### config.mk
export PLATFORM = sky130hd
export DESIGN_NAME = bip_control_flat
export DESIGN_NICKNAME = d
export VERILOG_FILES = /design/src/rtl/bip_control_if.sv /design/src/rtl/bip_control.sv /design/src/flat_wrapper.sv
export SDC_FILE = /design/constraint.sdc
export NUM_CORES = 1
export LEC_CHECK = 0
export CAP_MARGIN = 20
export CORE_AREA = 5 5 52 54
export DETAILED_ROUTE_END_ITERATION = 7
export DIE_AREA = 0 0 57 59
export PLACE_DENSITY = 0.81
export RECOVER_POWER = 100
export SKIP_LAST_GASP = 1
export SYNTH_ARGS = -nofsm -noshare
export SYNTH_HDL_FRONTEND = slang
export SYNTH_SLANG_ARGS = --single-unit
export TNS_END_PERCENT = 1
### constraint.sdc
create_clock -name i_clock -period 2.8 [get_ports i_clock]
set_input_delay 0.42 -clock i_clock [delete_from_list [all_inputs] [get_ports i_clock]]
set_output_delay 0.42 -clock i_clock [all_outputs]
set_load 0.01 [all_outputs]
### src/rtl/bip_control_if.sv
// Bus between the bip_control unit and its neighbours (program memory and accumulator datapath).
// Signals:
//   i_start     - leaves IDLE to begin execution
//   i_Instr     - instruction word read combinationally from program memory at o_Addr_prog
//   o_Addr_prog - program counter
//   o_Data      - operand field of the current instruction
//   o_sel_A     - accumulator source select (00 RAM, 01 sign-extended operand, 10 ALU)
//   o_sel_B     - ALU operand B select (0 RAM, 1 sign-extended operand)
//   o_op        - ALU operation (0 add, 1 subtract)
//   o_w_acc     - accumulator write enable
//   o_wr_ram    - data-memory write strobe
//   o_rd_ram    - data-memory read strobe
//   o_halt      - high in HALT
//   o_trap      - undefined-opcode trap flag (only when BIP_TRAP_EN is defined)
// Modports: master = control unit, slave = memory/datapath side.
interface bip_control_if #(
  parameter int unsigned E_BITS  = 16,
  parameter int unsigned D_BITS  = 11,
  parameter int unsigned PC_BITS = 11,
  parameter int unsigned S_BITS  = 2
);
  logic                 i_start;
  logic [E_BITS-1:0]    i_Instr;
  logic [PC_BITS-1:0]   o_Addr_prog;
  logic [D_BITS-1:0]    o_Data;
  logic [S_BITS-1:0]    o_sel_A;
  logic                 o_sel_B;
  logic                 o_op;
  logic                 o_w_acc;
  logic                 o_wr_ram;
  logic                 o_rd_ram;
  logic                 o_halt;
`ifdef BIP_TRAP_EN
  logic                 o_trap;
`endif

  modport master (
    input  i_start, i_Instr,
    output o_Addr_prog, o_Data, o_sel_A, o_sel_B, o_op, o_w_acc, o_wr_ram, o_rd_ram,
`ifdef BIP_TRAP_EN
    output o_trap,
`endif
    output o_halt
  );

  modport slave (
    output i_start, i_Instr,
    input  o_Addr_prog, o_Data, o_sel_A, o_sel_B, o_op, o_w_acc, o_wr_ram, o_rd_ram,
`ifdef BIP_TRAP_EN
    input  o_trap,
`endif
    input  o_halt
  );
endinterface

### src/rtl/bip_control.sv
// Control unit for the accumulator processor: program counter, instruction fetch and decode.
// Ports:
//   i_clock - rising-edge clock
//   i_reset - asynchronous active-low reset
//   bus     - bip_control_if.master (start, instruction in; PC, operand, strobes, halt out)
// Optional feature macro: BIP_TRAP_EN - undefined opcodes halt the core and raise o_trap.
// Without it undefined opcodes execute as NOP.
module bip_control #(
  parameter int unsigned E_BITS  = 16,
  parameter int unsigned OP_BITS = 5,
  parameter int unsigned D_BITS  = 11,
  parameter int unsigned PC_BITS = 11,
  parameter int unsigned S_BITS  = 2
) (
  input  logic          i_clock,
  input  logic          i_reset,
  bip_control_if.master bus
);

  typedef enum logic [1:0] {StIdle, StRun, StHalt} state_e;

  localparam logic [OP_BITS-1:0] OpHlt  = OP_BITS'(0);
  localparam logic [OP_BITS-1:0] OpSto  = OP_BITS'(1);
  localparam logic [OP_BITS-1:0] OpLd   = OP_BITS'(2);
  localparam logic [OP_BITS-1:0] OpLdi  = OP_BITS'(3);
  localparam logic [OP_BITS-1:0] OpAdd  = OP_BITS'(4);
  localparam logic [OP_BITS-1:0] OpAddi = OP_BITS'(5);
  localparam logic [OP_BITS-1:0] OpSub  = OP_BITS'(6);
  localparam logic [OP_BITS-1:0] OpSubi = OP_BITS'(7);

  localparam logic [S_BITS-1:0] SelRam = S_BITS'(0);
  localparam logic [S_BITS-1:0] SelImm = S_BITS'(1);
  localparam logic [S_BITS-1:0] SelAlu = S_BITS'(2);

  state_e             state_q, state_d;
  logic [PC_BITS-1:0] pc_q, pc_d;
  logic [OP_BITS-1:0] opcode;

  assign opcode = bus.i_Instr[E_BITS-1 -: OP_BITS];

`ifdef BIP_TRAP_EN
  logic trap_q, trap_d;
`endif

  always_ff @(posedge i_clock or negedge i_reset) begin
    if (!i_reset) begin
      state_q <= StIdle;
      pc_q    <= '0;
`ifdef BIP_TRAP_EN
      trap_q  <= 1'b0;
`endif
    end else begin
      state_q <= state_d;
      pc_q    <= pc_d;
`ifdef BIP_TRAP_EN
      trap_q  <= trap_d;
`endif
    end
  end

  always_comb begin
    state_d      = state_q;
    pc_d         = pc_q;
`ifdef BIP_TRAP_EN
    trap_d       = trap_q;
`endif
    bus.o_sel_A  = SelRam;
    bus.o_sel_B  = 1'b0;
    bus.o_op     = 1'b0;
    bus.o_w_acc  = 1'b0;
    bus.o_wr_ram = 1'b0;
    bus.o_rd_ram = 1'b0;

    unique case (state_q)
      StIdle: begin
        if (bus.i_start) state_d = StRun;
      end
      StRun: begin
        // Wraps naturally at 2^PC_BITS.
        pc_d = pc_q + PC_BITS'(1);
        case (opcode)
          OpHlt: begin
            state_d = StHalt;
            pc_d    = pc_q;
          end
          OpSto: bus.o_wr_ram = 1'b1;
          OpLd: begin
            bus.o_rd_ram = 1'b1;
            bus.o_sel_A  = SelRam;
            bus.o_w_acc  = 1'b1;
          end
          OpLdi: begin
            bus.o_sel_A = SelImm;
            bus.o_w_acc = 1'b1;
          end
          OpAdd, OpSub: begin
            bus.o_rd_ram = 1'b1;
            bus.o_op     = (opcode == OpSub);
            bus.o_sel_A  = SelAlu;
            bus.o_w_acc  = 1'b1;
          end
          OpAddi, OpSubi: begin
            bus.o_sel_B = 1'b1;
            bus.o_op    = (opcode == OpSubi);
            bus.o_sel_A = SelAlu;
            bus.o_w_acc = 1'b1;
          end
          default: begin
`ifdef BIP_TRAP_EN
            state_d = StHalt;
            pc_d    = pc_q;
            trap_d  = 1'b1;
`endif
          end
        endcase
      end
      StHalt: begin
        state_d = StHalt;
      end
      default: state_d = StIdle;
    endcase
  end

  assign bus.o_Addr_prog = pc_q;
  assign bus.o_Data      = bus.i_Instr[D_BITS-1:0];
  assign bus.o_halt      = (state_q == StHalt);
`ifdef BIP_TRAP_EN
  assign bus.o_trap      = trap_q;
`endif

endmodule
### src/flat_wrapper.sv
// flat-port wrapper written by rule: the top's interface ports become plain ports
module bip_control_flat 
#(
  parameter int unsigned E_BITS  = 16,
  parameter int unsigned OP_BITS = 5,
  parameter int unsigned D_BITS  = 11,
  parameter int unsigned PC_BITS = 11,
  parameter int unsigned S_BITS  = 2
)
  (i_clock, i_reset, bus_i_start, bus_i_Instr, bus_o_Addr_prog, bus_o_Data, bus_o_sel_A, bus_o_sel_B, bus_o_op, bus_o_w_acc, bus_o_wr_ram, bus_o_rd_ram, bus_o_halt);
  bip_control_if #(.E_BITS(E_BITS), .D_BITS(D_BITS), .PC_BITS(PC_BITS), .S_BITS(S_BITS)) bus_i ();
  input  logic i_clock;
  input  logic i_reset;
  input wire logic [$bits(bus_i.i_start)-1:0] bus_i_start;
  input wire logic [$bits(bus_i.i_Instr)-1:0] bus_i_Instr;
  output wire logic [$bits(bus_i.o_Addr_prog)-1:0] bus_o_Addr_prog;
  output wire logic [$bits(bus_i.o_Data)-1:0] bus_o_Data;
  output wire logic [$bits(bus_i.o_sel_A)-1:0] bus_o_sel_A;
  output wire logic [$bits(bus_i.o_sel_B)-1:0] bus_o_sel_B;
  output wire logic [$bits(bus_i.o_op)-1:0] bus_o_op;
  output wire logic [$bits(bus_i.o_w_acc)-1:0] bus_o_w_acc;
  output wire logic [$bits(bus_i.o_wr_ram)-1:0] bus_o_wr_ram;
  output wire logic [$bits(bus_i.o_rd_ram)-1:0] bus_o_rd_ram;
  output wire logic [$bits(bus_i.o_halt)-1:0] bus_o_halt;
  assign bus_i.i_start = bus_i_start;
  assign bus_i.i_Instr = bus_i_Instr;
  assign bus_o_Addr_prog = bus_i.o_Addr_prog;
  assign bus_o_Data = bus_i.o_Data;
  assign bus_o_sel_A = bus_i.o_sel_A;
  assign bus_o_sel_B = bus_i.o_sel_B;
  assign bus_o_op = bus_i.o_op;
  assign bus_o_w_acc = bus_i.o_w_acc;
  assign bus_o_wr_ram = bus_i.o_wr_ram;
  assign bus_o_rd_ram = bus_i.o_rd_ram;
  assign bus_o_halt = bus_i.o_halt;
  bip_control #(.E_BITS(E_BITS), .OP_BITS(OP_BITS), .D_BITS(D_BITS), .PC_BITS(PC_BITS), .S_BITS(S_BITS)) u_core (.i_clock(i_clock), .i_reset(i_reset), .bus(bus_i));
endmodule
==> results.ini <==
[final_layout]
instances_no_fill=120
final_core_util_pct=47.1
layout_common_cells=17 x dlygate4sd3_1, 13 x dfrtp_1, 9 x clkdlybuf4s50_1
syn_to_final_growth_pct=28.3
fin_nets=117
drive_gt1_share_pct=9.78
layout_commonest_cell=dlygate4sd3_1
n_antenna_cell=0

[yosys]
ys.flop_type=dfrtp_1
async_reset_ff_share_pct=100
synth-edff-count=0
synth.avg_cell_area_um2=10.9
synth_seq_cells=13
synth_cells=73
seq_area_frac_synth_pct=40.9
synthTopCellsByArea=dfrtp_1 41%, buf_4 10%, ha_1 7.9%, xnor2_1 7.7%, mux2_4 3.8%
ys_types=23
syn-cell-area_um2=796
yosys_warnings=0
synth_top_area_share_pct=40.9
syn_nets=97
yosysTopAreaCell=dfrtp_1

[clocking]
ctsHtreeMaxLevel=1
post_cts.repair.setup_buffers=0
clk_pin_slew_ps=80
ctsHoldBuffers=0
cts_tree=built
clkLatencyLatePin_ps=270
ctsResizeCount=0
cts-buffers-inserted=3
cts_buffer_depth=2
clock-sinks=13
cts_root_buf=clkbuf_4

[timing]
finalSetupTns_ps=0
rsz0062_at_grt=false
skew_ps=1.04
setup_viol=0
max_freq_mhz=381
max_slew.worst_pin.slew_ps=597
finalHoldViolations=0
slew_headroom_pct=60.1
period_share_pct=93.7
drv_slew=0
fin_crit_ps=2620
worst_hold_slack_ps=474

[power]
leakagePower_nw=0.482
power_w=0.000762
ir_worst_vdd_mv=0.420
p_per_area_mw_per_mm2=746

[critical_path]
worstPathArrival_ps=2200
cp_max_fo=5
crit_path_max_incr_delay_ps=570
crit_path_end_kind=primary output
worst_path_max_delay_cell=clkdlybuf4s50_1
cp_cell_sequence=inv_1 > ha_1 > nor3b_2 > nand2_1 > nor3b_1 > clkdlybuf4s50_1
critPathRequiredTime_ps=2380
crit_type=flop to primary output
start_kind=flop

[placement]
post-dp-hpwl_mm=1.28
globalplace.congestion=0.809
place.port_buffers=26
placed_cells=116

[flow_run]
maxCapViolCount=0

[drt]
ant_nets=0
num_vias=592
avgRoutedWirePerCell_um=14.0
drc=0
viasPerCell=4.93
dr.pass1.iters=4
wl_mm=1.67
first_iter_violations=21

[global_routing]
grt_pass1_wl_mm=2.47
first_global_vias=567
grt_max_degree=14
grt-ovfl-total=0
gr-usage-all-layers_pct=9.47
grt_antenna_before_repair=0

[floorplan]
rows=17
dieHeight_um=59
initial_core_util_pct=36.7
die_area_mm2=0.00336
core_mm2=0.00217
io_pins=49
die_w_um=57

[outcome]
run_status=complete, no violations

[min_path]
hold_path.class=flop to flop

synthesized netlist by cell type (all sizes together), types with 2 or more instances:
cell   count
a21oi      2
and2       2
and3       4
buf       11
dfrtp     13
ha         5
inv        5
mux2       3
nand2      4
nand3      3
nand4      2
nor3b      2
xnor2      7
xor2       3
metal layers:
layer,up-vias,global-route usage [%],part of all wire (%)
met5,-,0,0
met3,6,2.83,8.4
li1,271,-,-
met2,28,16.3,47
met4,0,4.97,2.7
met1,287,10.5,42
kinds of logic (layout without fill, tap and decap cells):
kind of cell | Yosys count | after routing | synth area share, %
buffers and inverters | 16 | 35 | 12.7
AND/OR/NAND/NOR | 21 | 21 | 17.0
adder cells (fa/ha/maj) | 5 | 5 | 7.86
flip-flops | 13 | 13 | 40.9
AO/OA/AOI/OAI | 5 | 5 | 5.35
XOR/XNOR | 10 | 10 | 11.0
multiplexers | 3 | 3 | 5.19
stage by stage:
stage | setup slack [ps] | instance area [µm²]
4_1_cts | 49.1 | 1030
5_1_grt | 76.0 | 1020
3_3_place_gp | 255 | 1010
6_report | 176 | 1020
2_1_floorplan | 962 | 796
3_5_place_dp | 164 | 1010
state kept, by name, indices dropped and copies added (netlist names):
name / cells
u_core.bus.o_Addr_prog: 11
u_core.state_q: 2
critical path, delay by kind of cell, from the launching register on:
family | cells | cell delay (ps)
buffers and inverters | 2 | 670
adder cells (fa/ha/maj) | 1 | 230
AND/OR/NAND/NOR | 3 | 620
flip-flops | 1 | 410
cell type report:
| cell class | count | area (µm²) |
|---|---|---|
| inverters | 5 | 18.8 |
| fillers | 221 | 1150 |
| flip-flops and latches | 13 | 325 |
| clock buffers | 4 | 26.3 |
| well taps | 28 | 35.0 |
| multi-input cells | 44 | 355 |
| repair buffers | 26 | 260 |
power by group:
| group | switching [W] | internal [W] |
|---|---|---|
| clock network | 0.0000600 | 0.0000552 |
| logic | 0.000141 | 0.000197 |
| registers | 0.0000627 | 0.000246 |
| total | 0.000264 | 0.000498 |
path summary, 6_finish.rpt:
check	startpoint	end	slack (ps)	cells after the start
worst min register to register	u_core.bus.o_Addr_prog[10]	u_core.bus.o_Addr_prog[10]	470	1
worst min-delay path	u_core.bus.o_Addr_prog[10]	u_core.bus.o_Addr_prog[10]	470	1
max in group asynchronous	i_reset	u_core.bus.o_Addr_prog[4]	1830	1
min in group asynchronous	i_reset	u_core.state_q[1]	590	1
worst max-delay path	u_core.state_q[1]	bus_o_sel_A[0]	180	6
worst max register to register	u_core.state_q[1]	u_core.bus.o_Addr_prog[5]	1140	6
Power figures use the tool's default switching activity.
